<file path="src/rtl/jk_excite_driver.sv">
// rtl/jk_excite_driver.sv - word-level request front end for a J-K master-slave state register
//
// Purpose: accepts hold/load/toggle/clear requests on a valid/ready handshake,
// derives the minimal per-bit J/K excitation, and applies it as a master
// capture followed by a slave transfer.
//
// Optional feature: define JK_EXCITE_PARITY_EN to add q_par, the registered
// XOR-reduce of Q.
//
// Ports:
//   Clk       clock, rising edge
//   Rst       asynchronous active-low reset
//   in_valid  request valid
//   in_ready  request can be accepted (IDLE and out of reset)
//   op        00 hold, 01 load, 10 toggle-mask, 11 clear
//   data      load target or toggle mask
//   J, K      registered excitation of the last accepted request
//   Q, Qb     slave state and its complement
//   done      one-cycle pulse when Q has been updated
//   q_par     (JK_EXCITE_PARITY_EN only) parity of Q
module jk_excite_driver #(
    parameter int WIDTH = 8
) (
    input  logic             Clk,
    input  logic             Rst,
    input  logic             in_valid,
    output logic             in_ready,
    input  logic [1:0]       op,
    input  logic [WIDTH-1:0] data,
    output logic [WIDTH-1:0] J,
    output logic [WIDTH-1:0] K,
    output logic [WIDTH-1:0] Q,
    output logic [WIDTH-1:0] Qb,
    output logic             done
`ifdef JK_EXCITE_PARITY_EN
    ,
    output logic             q_par
`endif
);

    typedef enum logic [1:0] {
        IDLE   = 2'd0,
        MASTER = 2'd1,
        SLAVE  = 2'd2
    } state_t;

    state_t           state_q;
    state_t           state_d;
    logic [WIDTH-1:0] master_q;
    logic [WIDTH-1:0] j_next;
    logic [WIDTH-1:0] k_next;
    logic             accept;

    // Ready is gated by Rst so the handshake is refused while reset is held.
    assign in_ready = (state_q == IDLE) && Rst;
    assign accept   = in_valid && in_ready;
    assign Qb       = ~Q;

    // Minimal excitation: bits that already hold the target value get J=K=0.
    always_comb begin
        j_next = '0;
        k_next = '0;
        case (op)
            2'b01: begin
                j_next = data & ~Q;
                k_next = ~data & Q;
            end
            2'b10: begin
                j_next = data;
                k_next = data;
            end
            2'b11: begin
                j_next = '0;
                k_next = Q;
            end
            default: begin
                j_next = '0;
                k_next = '0;
            end
        endcase
    end

    always_comb begin
        state_d = state_q;
        case (state_q)
            IDLE:    if (accept) state_d = MASTER;
            MASTER:  state_d = SLAVE;
            SLAVE:   state_d = IDLE;
            default: state_d = IDLE;
        endcase
    end

    always_ff @(posedge Clk or negedge Rst) begin
        if (!Rst) begin
            state_q <= IDLE;
        end else begin
            state_q <= state_d;
        end
    end

    always_ff @(posedge Clk or negedge Rst) begin
        if (!Rst) begin
            J        <= '0;
            K        <= '0;
            master_q <= '0;
            Q        <= '0;
            done     <= 1'b0;
`ifdef JK_EXCITE_PARITY_EN
            q_par    <= 1'b0;
`endif
        end else begin
            done <= 1'b0;
            case (state_q)
                IDLE: begin
                    if (accept) begin
                        J <= j_next;
                        K <= k_next;
                    end
                end
                MASTER: begin
                    // Characteristic equation Q+ = J~Q | ~KQ, evaluated per bit.
                    master_q <= (J & ~Q) | (~K & Q);
                end
                SLAVE: begin
                    Q    <= master_q;
                    done <= 1'b1;
`ifdef JK_EXCITE_PARITY_EN
                    q_par <= ^master_q;
`endif
                end
                default: begin
                end
            endcase
        end
    end

endmodule

</file>
<file path="config.mk">
export PLATFORM = sky130hd
export DESIGN_NAME = jk_excite_driver
export DESIGN_NICKNAME = d
export VERILOG_FILES = /design/src/rtl/jk_excite_driver.sv
export SDC_FILE = /design/constraint.sdc
export NUM_CORES = 1
export LEC_CHECK = 0
export ABC_AREA = 1
export CAP_MARGIN = 15
export CORE_MARGIN = 3
export CORE_UTILIZATION = 40
export DETAILED_ROUTE_END_ITERATION = 8
export PLACE_DENSITY_LB_ADDON = 0.08
export REMOVE_ABC_BUFFERS = 1
export SLEW_MARGIN = 25
export SYNTH_ARGS = -nofsm -noshare
export SYNTH_HDL_FRONTEND = slang
export SYNTH_SLANG_ARGS = --single-unit
export TNS_END_PERCENT = 20
</file>
<file path="constraint.sdc">
create_clock -name Clk -period 1.1 [get_ports Clk]
set_clock_uncertainty 0.1 [all_clocks]
set_input_delay 0.11 -clock Clk [delete_from_list [all_inputs] [get_ports Clk]]
set_output_delay 0.11 -clock Clk [all_outputs]
set_load 0.005 [all_outputs]
</file>
==> results of run 1 <==
-- cells in the final DEF, fill, tap and decap left out, types with 4 or more instances in the layout --
master            n
o211ai_1          7
clkbuf_2         20
o21ai_1          12
inv_2             6
inv_1            29
clkdlybuf4s50_1  11
dlygate4sd3_1     4
ha_1              4
nand2_1          78
buf_4            47
nand3_1          18
buf_2             8
dfrtp_1          35
buf_6            11
o21ai_2          10
clkbuf_8          5
nor2_1           11
-- worst max-delay path, cell delays in order (launching register included) --
cell	delay, ns
dfrtp_1	0.40
buf_4	0.15
nor2_4	0.14
nand3_4	0.12
nor2_4	0.23
nand2_1	0.09
nand2_1	0.07
-- cell usage after synthesis --
library cell	n
nand2_1	78
dfrtp_1	35
inv_1	35
nand3_1	18
o21ai_1	15
nor2_1	11
o211ai_1	7
o21ai_2	7
ha_1	4
buf_6	3
nor2_4	3
buf_2	2
buf_1	1
clkbuf_2	1
inv_2	1
nand2_2	1
nand3_4	1
nand4_1	1
nor3b_1	1
o211ai_4	1
-- per-layer routing --
layer,wire [um],track usage [%],part of all wire [%],up-vias
li1,-,-,-,914
met1,2089,25.97,44,811
met2,2269,31.40,48,47
met3,282,3.830,6.0,7
met4,80,6.439,1.7,0
met5,0,0,0,-
-- power groups by stage --
| stage | combinational [mW] | sequential [mW] | clock (mW) |
|---|---|---|---|
| global route | 2.57 | 1.85 | 0.935 |
| global placement | 2.18 | 1.84 | 0 |
| floorplan | 0.650 | 1.99 | 0 |
| finish | 2.31 | 1.81 | 0.849 |
| CTS | 2.40 | 1.81 | 0.875 |
| detailed placement | 2.20 | 1.85 | 0 |
-- cell families after synthesis --
kind of cell / after synthesis / share of synthesized area (%)
adders and majority gates: 4 / 2.751
and+or+nand+nor: 114 / 27.24
buffers and inverters: 43 / 10.32
AOI/OAI and AO/OA: 30 / 11.55
DFF: 35 / 48.14
-- stage by stage --
| stage | util, % | area, um^2 | hold WS [ns] | power, mW |
|---|---|---|---|---|
| finish | 65.52 | 2753 | 0.2185 | 4.975 |
| global route | 65.52 | 2753 | 0.2460 | 5.357 |
| CTS | 67.48 | 2835 | 0.2205 | 5.085 |
| detailed placement | 63.01 | 2648 | -0.02955 | 4.053 |
| global placement | 63.01 | 2648 | -0.02607 | 4.020 |
| floorplan | - | 1767 | -0.2856 | 2.639 |
-- timing repair --
item	CTS	global route
setup buffers	11	0
endpoints found under the setup margin	68	61
hold buffers	4	0
pin swaps	3	5
endpoints found under the hold margin	35	0
gates resized for setup	106	25
-- area by class of cell --
class,instances,area (um^2)
Clock buffer,6,72.57
Inverter,36,137.6
Fill cell,380,1449
Tap cell,50,62.56
Sequential cell,35,875.8
Timing Repair Buffer,106,837.1
Multi-Input combinational cell,148,767.0
-- flip-flops by register name (all words and copies together) (netlist names) --
signal and flops:
Q 8, J 8, done 1, state_q 2, K 8, master_q 8
-- worst paths after layout --
| kind | startpoint | to | slack, ns | cells past startpoint |
|---|---|---|---|---|
| max | state_q[0]$_DFFE_PN0P_ | K[0]$_DFFE_PN0P_ | -0.25 | 6 |
| min | Rst | state_q[0]$_DFFE_PN0P_ | 0.22 | 3 |
| max reg2reg | state_q[0]$_DFFE_PN0P_ | K[0]$_DFFE_PN0P_ | -0.25 | 6 |
| min reg2reg | master_q[0]$_DFFE_PN0N_ | Q[0]$_DFFE_PN0P_ | 0.42 | 2 |
| max in group asynchronous | Rst | Q[0]$_DFFE_PN0P_ | 0.15 | 4 |
| min in group Clk | Rst | J[7]$_DFFE_PN0P_ | 0.30 | 6 |
==> metrics.md, run 1 <==
| Metric | Value |
|---|---|
| Clk root buf | clkbuf_8 |
| Slew headroom | about three quarters |
| Total congestion overflow | 0 |
| Max_cap viols | 0 |
| Number of inserted diodes | 0 |
| Total track usage | 19.42% |
| Switch Pwr | between 1.5 and 2 mW |
| WL/cell | ~12 um |
| DP HPWL | approximately 3.4 mm |
| DP Worst Slack | -0.4581 ns |
| RePlAce Congestion | between 0.7 and 0.8 |
| Starting DRT DRC Count | roughly 130 |
| Drt pass-1 iters | 4 |
| Core Footprint | 4202 um^2 |
| TNS Setup | -5.421 ns |
| Post-Route WL | 4.720 mm |
| Post-synthesis cell type count | 20 |
| Failing checks | setup timing |
| Startpoint Class | flip-flop |
| CTS sink cnt | 35 |
| Largest net degree at the start of global routing | 20 |
| Final hold violation count | 0 |
| Slew Viols, Final | 0 |
| Clock Latency Late Sink | approximately 0.28 ns |
| RSZ-0062 raised after global routing | yes |
| Drt via density | approximately 4.7 |
| Leak | 1.503 nW |
| Clock share of power | around 17% |
| Share of layout cells above drive strength 1 | 35.05% |
| Crit Path Class | flip-flop to flip-flop |
| Pwr dens | about 1800 nW/um^2 |
| H-Tree Level Count | 2 |
| Hold Path Class | primary input to asynchronous set/reset pin |
| Avg Inst Size Synth | 8.050 um^2 |
| Vias | 1779 |
| Post-Layout Cell Count | ~380 |
| Num ports | 47 |
| Area contributors post-synth | dfrtp_1 (48%), nand2_1 (16%), inv_1 (7.2%) |
| Initial Util | between 40% and 50% |
| Die ar. | approximately 5400 um^2 |
| FP Rows | 23 |
| PnR worst setup slack | -0.2505 ns |
| Logic pwr share | between 40% and 50% |
| Die W | about 73 um |
| F_max | 740.5 MHz |
| Int Power | around 3.3 mW |
| Die height | ~73 um |
| Cells after DPL | between 300 and 400 |
| Num CTS Buffers | 5 |
| Area leader, netlist | dfrtp_1 |
| Worst slew pin tran | 0.3922 ns |
| Setup violations, final | 35 |
| Syn Inst Count | between 200 and 250 |
| Synth Register Bits | 35 |
| Clk pin slew, worst setup/hold paths | around 0.070 ns |
| Ys Warns | 0 |
| Status | finished, violations left |
| Layout net count | ~350 |
| Sw Ratio | about a third |
| Minimum clock period | approximately 1.4 ns |
| Synth top area share | 48.14% |
| Fin crit share | 122.8% |
| First-pass GRT wire length | between 8 and 9 mm |
| CP endpoint kind | flip-flop |
| CTS tree | yes |
| Post-synthesis sequential area ratio | about half |
| DRC violations left | 0 |
| Crit Path Max Fanout | 8 |
| Crit path arrival time | ~1.5 ns |
| PortBufs | 46 |
| Final ANT Viol Nets | 0 |
| Layout area overhead | 51.31% |
| Seq pwr share | a little over a third |
| Worst IR Drop VDD | around 0.0013 V |
| Initial antenna violation count | 0 |
| Vias in the first global route | 1752 |
| Clk buf depth | 2 |
| CP required | about 1.2 ns |
| Synthesized area | roughly 1800 um^2 |
Power figures use the tool's default switching activity.
==> run 2: changes to the inputs <==
--- a/config.mk
+++ b/config.mk
@@ -9,6 +9,7 @@
 export CAP_MARGIN = 15
 export CORE_MARGIN = 3
 export CORE_UTILIZATION = 40
+export CTS_CLUSTER_SIZE = 10
 export DETAILED_ROUTE_END_ITERATION = 8
 export PLACE_DENSITY_LB_ADDON = 0.08
 export REMOVE_ABC_BUFFERS = 1
==> results of run 2 <==
Same layout as run 1: the final DEF is identical, and so are final timing and power.
==> run 3: changes to the inputs <==
--- a/config.mk
+++ b/config.mk
@@ -17,4 +17,4 @@
 export SYNTH_ARGS = -nofsm -noshare
 export SYNTH_HDL_FRONTEND = slang
 export SYNTH_SLANG_ARGS = --single-unit
-export TNS_END_PERCENT = 20
+export TNS_END_PERCENT = 30
==> run 3 against run 2 <==
Effect of this change: the run still ends with setup timing left; setup slack better by 0.0021 ns; final cell count is 0.26% higher; first-iteration DRC count is 6.7% higher; global-route usage hardly changed; total power is 0.13% higher; wire length is 0.40% higher; largest cell class unchanged.
==> metrics.md, run 3 (same netlist as run 1, synthesis figures left out) <==
| Metric | Value |
|---|---|
| Starting DRT DRC Count | 143 |
| FP Rows | 23 |
| Die ar. | 5393 um^2 |
| Final hold violation count | 0 |
| Pwr dens | about 1800 nW/um^2 |
| First-pass GRT wire length | approximately 8.1 mm |
| Layout net count | between 300 and 400 |
| Met2 global-route usage | a little under a third |
| Crit Path Class | flip-flop to flip-flop |
| RSZ-0062 raised after global routing | yes |
| Leak | roughly 1.5 nW |
| Layout area overhead | 51.72% |
| Num ports | between 40 and 50 |
| CTS sink cnt | 35 |
| Num CTS Buffers | 5 |
| CP endpoint kind | flip-flop |
| Slew headroom | between 70% and 80% |
| Commonest non-fill, non-tap cell in the layout | nand2_1 |
| Number of inserted diodes | 0 |
| Dpl cell area | ~2600 um^2 |
| Worst slew pin tran | 0.3940 ns |
| WL/cell | around 12 um |
| Met3 usage | roughly 3.8% |
| Minimum clock period | 1.348 ns |
| Family with the most delay on the worst path | simple AND/OR/NAND/NOR gates |
| PortBufs | 46 |
| F_max | about 740 MHz |
| Worst IR Drop VDD | between 0.001 and 0.0015 V |
| Drt via density | about 4.7 |
| Final instance area | about 2800 um^2 |
| Core Footprint | 4202 um^2 |
| Initial Util | 43.30% |
| Failing checks | setup timing |
| Post-Layout Cell Count | ~380 |
| Clk root buf | clkbuf_8 |
| Clk buf depth | 2 |
| Total congestion overflow | 0 |
| WP buf/inv | 1 |
| Fin crit share | 122.6% |
| DRC violations left | 0 |
| Most frequent cells in the layout | nand2_1 (78), buf_4 (48), dfrtp_1 (35) |
| Die W | 73.44 um |
| CP required | about 1.2 ns |
| Largest net degree at the start of global routing | 20 |
| Max_cap viols | 0 |
| Initial antenna violation count | 0 |
| Post-Route WL | between 4 and 5 mm |
| Status | finished, violations left |
| Slew Viols, Final | 0 |
| Startpoint Class | flip-flop |
| CTS tree | yes |
| RePlAce Congestion | a little under 0.8 |
| DP HPWL | roughly 3.4 mm |
| GR peak layer | met2 |
| Clk pin slew, worst setup/hold paths | 0.07 ns |
| Cell Chain, Critical Path | buf_4 -> nor2_4 -> nand3_4 -> nor2_4 -> nand2_1 -> nand2_1 |
| Slowest cell on crit path | dfrtp_1 |
| Vias | approximately 1800 |
| GR Util met1 | between 20% and 30% |
| Crit path arrival time | about 1.5 ns |
| Max stage delay on crit path | roughly 0.40 ns |
| # fillers | 378 |
| PnR worst setup slack | -0.2483 ns |
| TNS Setup | -5.480 ns |
| H-Tree Level Count | 2 |
| Cells after DPL | 360 |
| Clock Latency Late Sink | ~0.28 ns |
| Final ANT Viol Nets | 0 |
| Setup violations, final | 35 |
| Total track usage | between 10% and 20% |
| Drt pass-1 iters | 4 |
| Share of layout cells above drive strength 1 | 35.24% |
| Crit Path Max Fanout | 8 |
| Vias in the first global route | 1751 |
| Hold Path Class | primary input to asynchronous set/reset pin |
| Die height | about 73 um |
## run 3: area by class of cell
cell class                 instances  area (um^2)  area share, %
multi-input combinational        148        767.0          27.79
timing repair buffer             107        844.6          30.60
sequential                        35        875.8          31.73
tap                               50        62.56          2.267
inverter                          36        137.6          4.986
clock buffer                       6        72.57          2.629
## run 3: worst paths after layout
kind                                               from                endpoint  slack (ns)  cells after the start
min in group Clk                                    Rst        J[7]$_DFFE_PN0P_        0.30                      6
worst min-delay path                                Rst  state_q[0]$_DFFE_PN0P_        0.22                      3
worst min register to register  master_q[0]$_DFFE_PN0N_        Q[0]$_DFFE_PN0P_        0.42                      2
worst max register to register   state_q[0]$_DFFE_PN0P_        K[0]$_DFFE_PN0P_       -0.25                      6
worst max-delay path             state_q[0]$_DFFE_PN0P_        K[0]$_DFFE_PN0P_       -0.25                      6
max in group asynchronous                           Rst        J[6]$_DFFE_PN0P_        0.15                      4
## run 3: repair_timing
action | in CTS | in global routing
resized for setup | 108 | 24
setup buffers | 11 | 1
endpoints found under the hold margin | 35 | 0
endpoints found under the setup margin | 68 | 60
hold buffers | 4 | 0
pin swaps | 3 | 5
## run 3: report_power, final
group | internal [mW] | switching, mW | total (mW)
combinational | 1.28 | 1.04 | 2.32
sequential | 1.64 | 0.174 | 1.81
clock | 0.422 | 0.427 | 0.849
## run 3: worst register-to-register path: cells and delay by family, from the launching register on
family | cells | cell delay [ns]
simple gates | 5 | 0.66
flops | 1 | 0.40
buf+inv | 1 | 0.15
## run 3: per-stage QoR
stage	utilization, %	setup WS [ns]	hold WS (ns)	power, mW
2_1_floorplan	-	-0.09644	-0.2856	2.639
4_1_cts	67.36	-0.2538	0.2205	5.082
5_1_grt	65.69	-0.3242	0.2460	5.361
3_3_place_gp	63.01	-0.4357	-0.02607	4.020
6_report	65.69	-0.2483	0.2187	4.981
3_5_place_dp	63.01	-0.4581	-0.02955	4.053
## run 3: layer usage
| layer | part of all wire [%] | wire [um] |
|---|---|---|
| met1 | 45 | 2118 |
| met2 | 48 | 2258 |
| met3 | 6.0 | 285 |
| met4 | 1.6 | 76 |
| met5 | 0 | 0 |
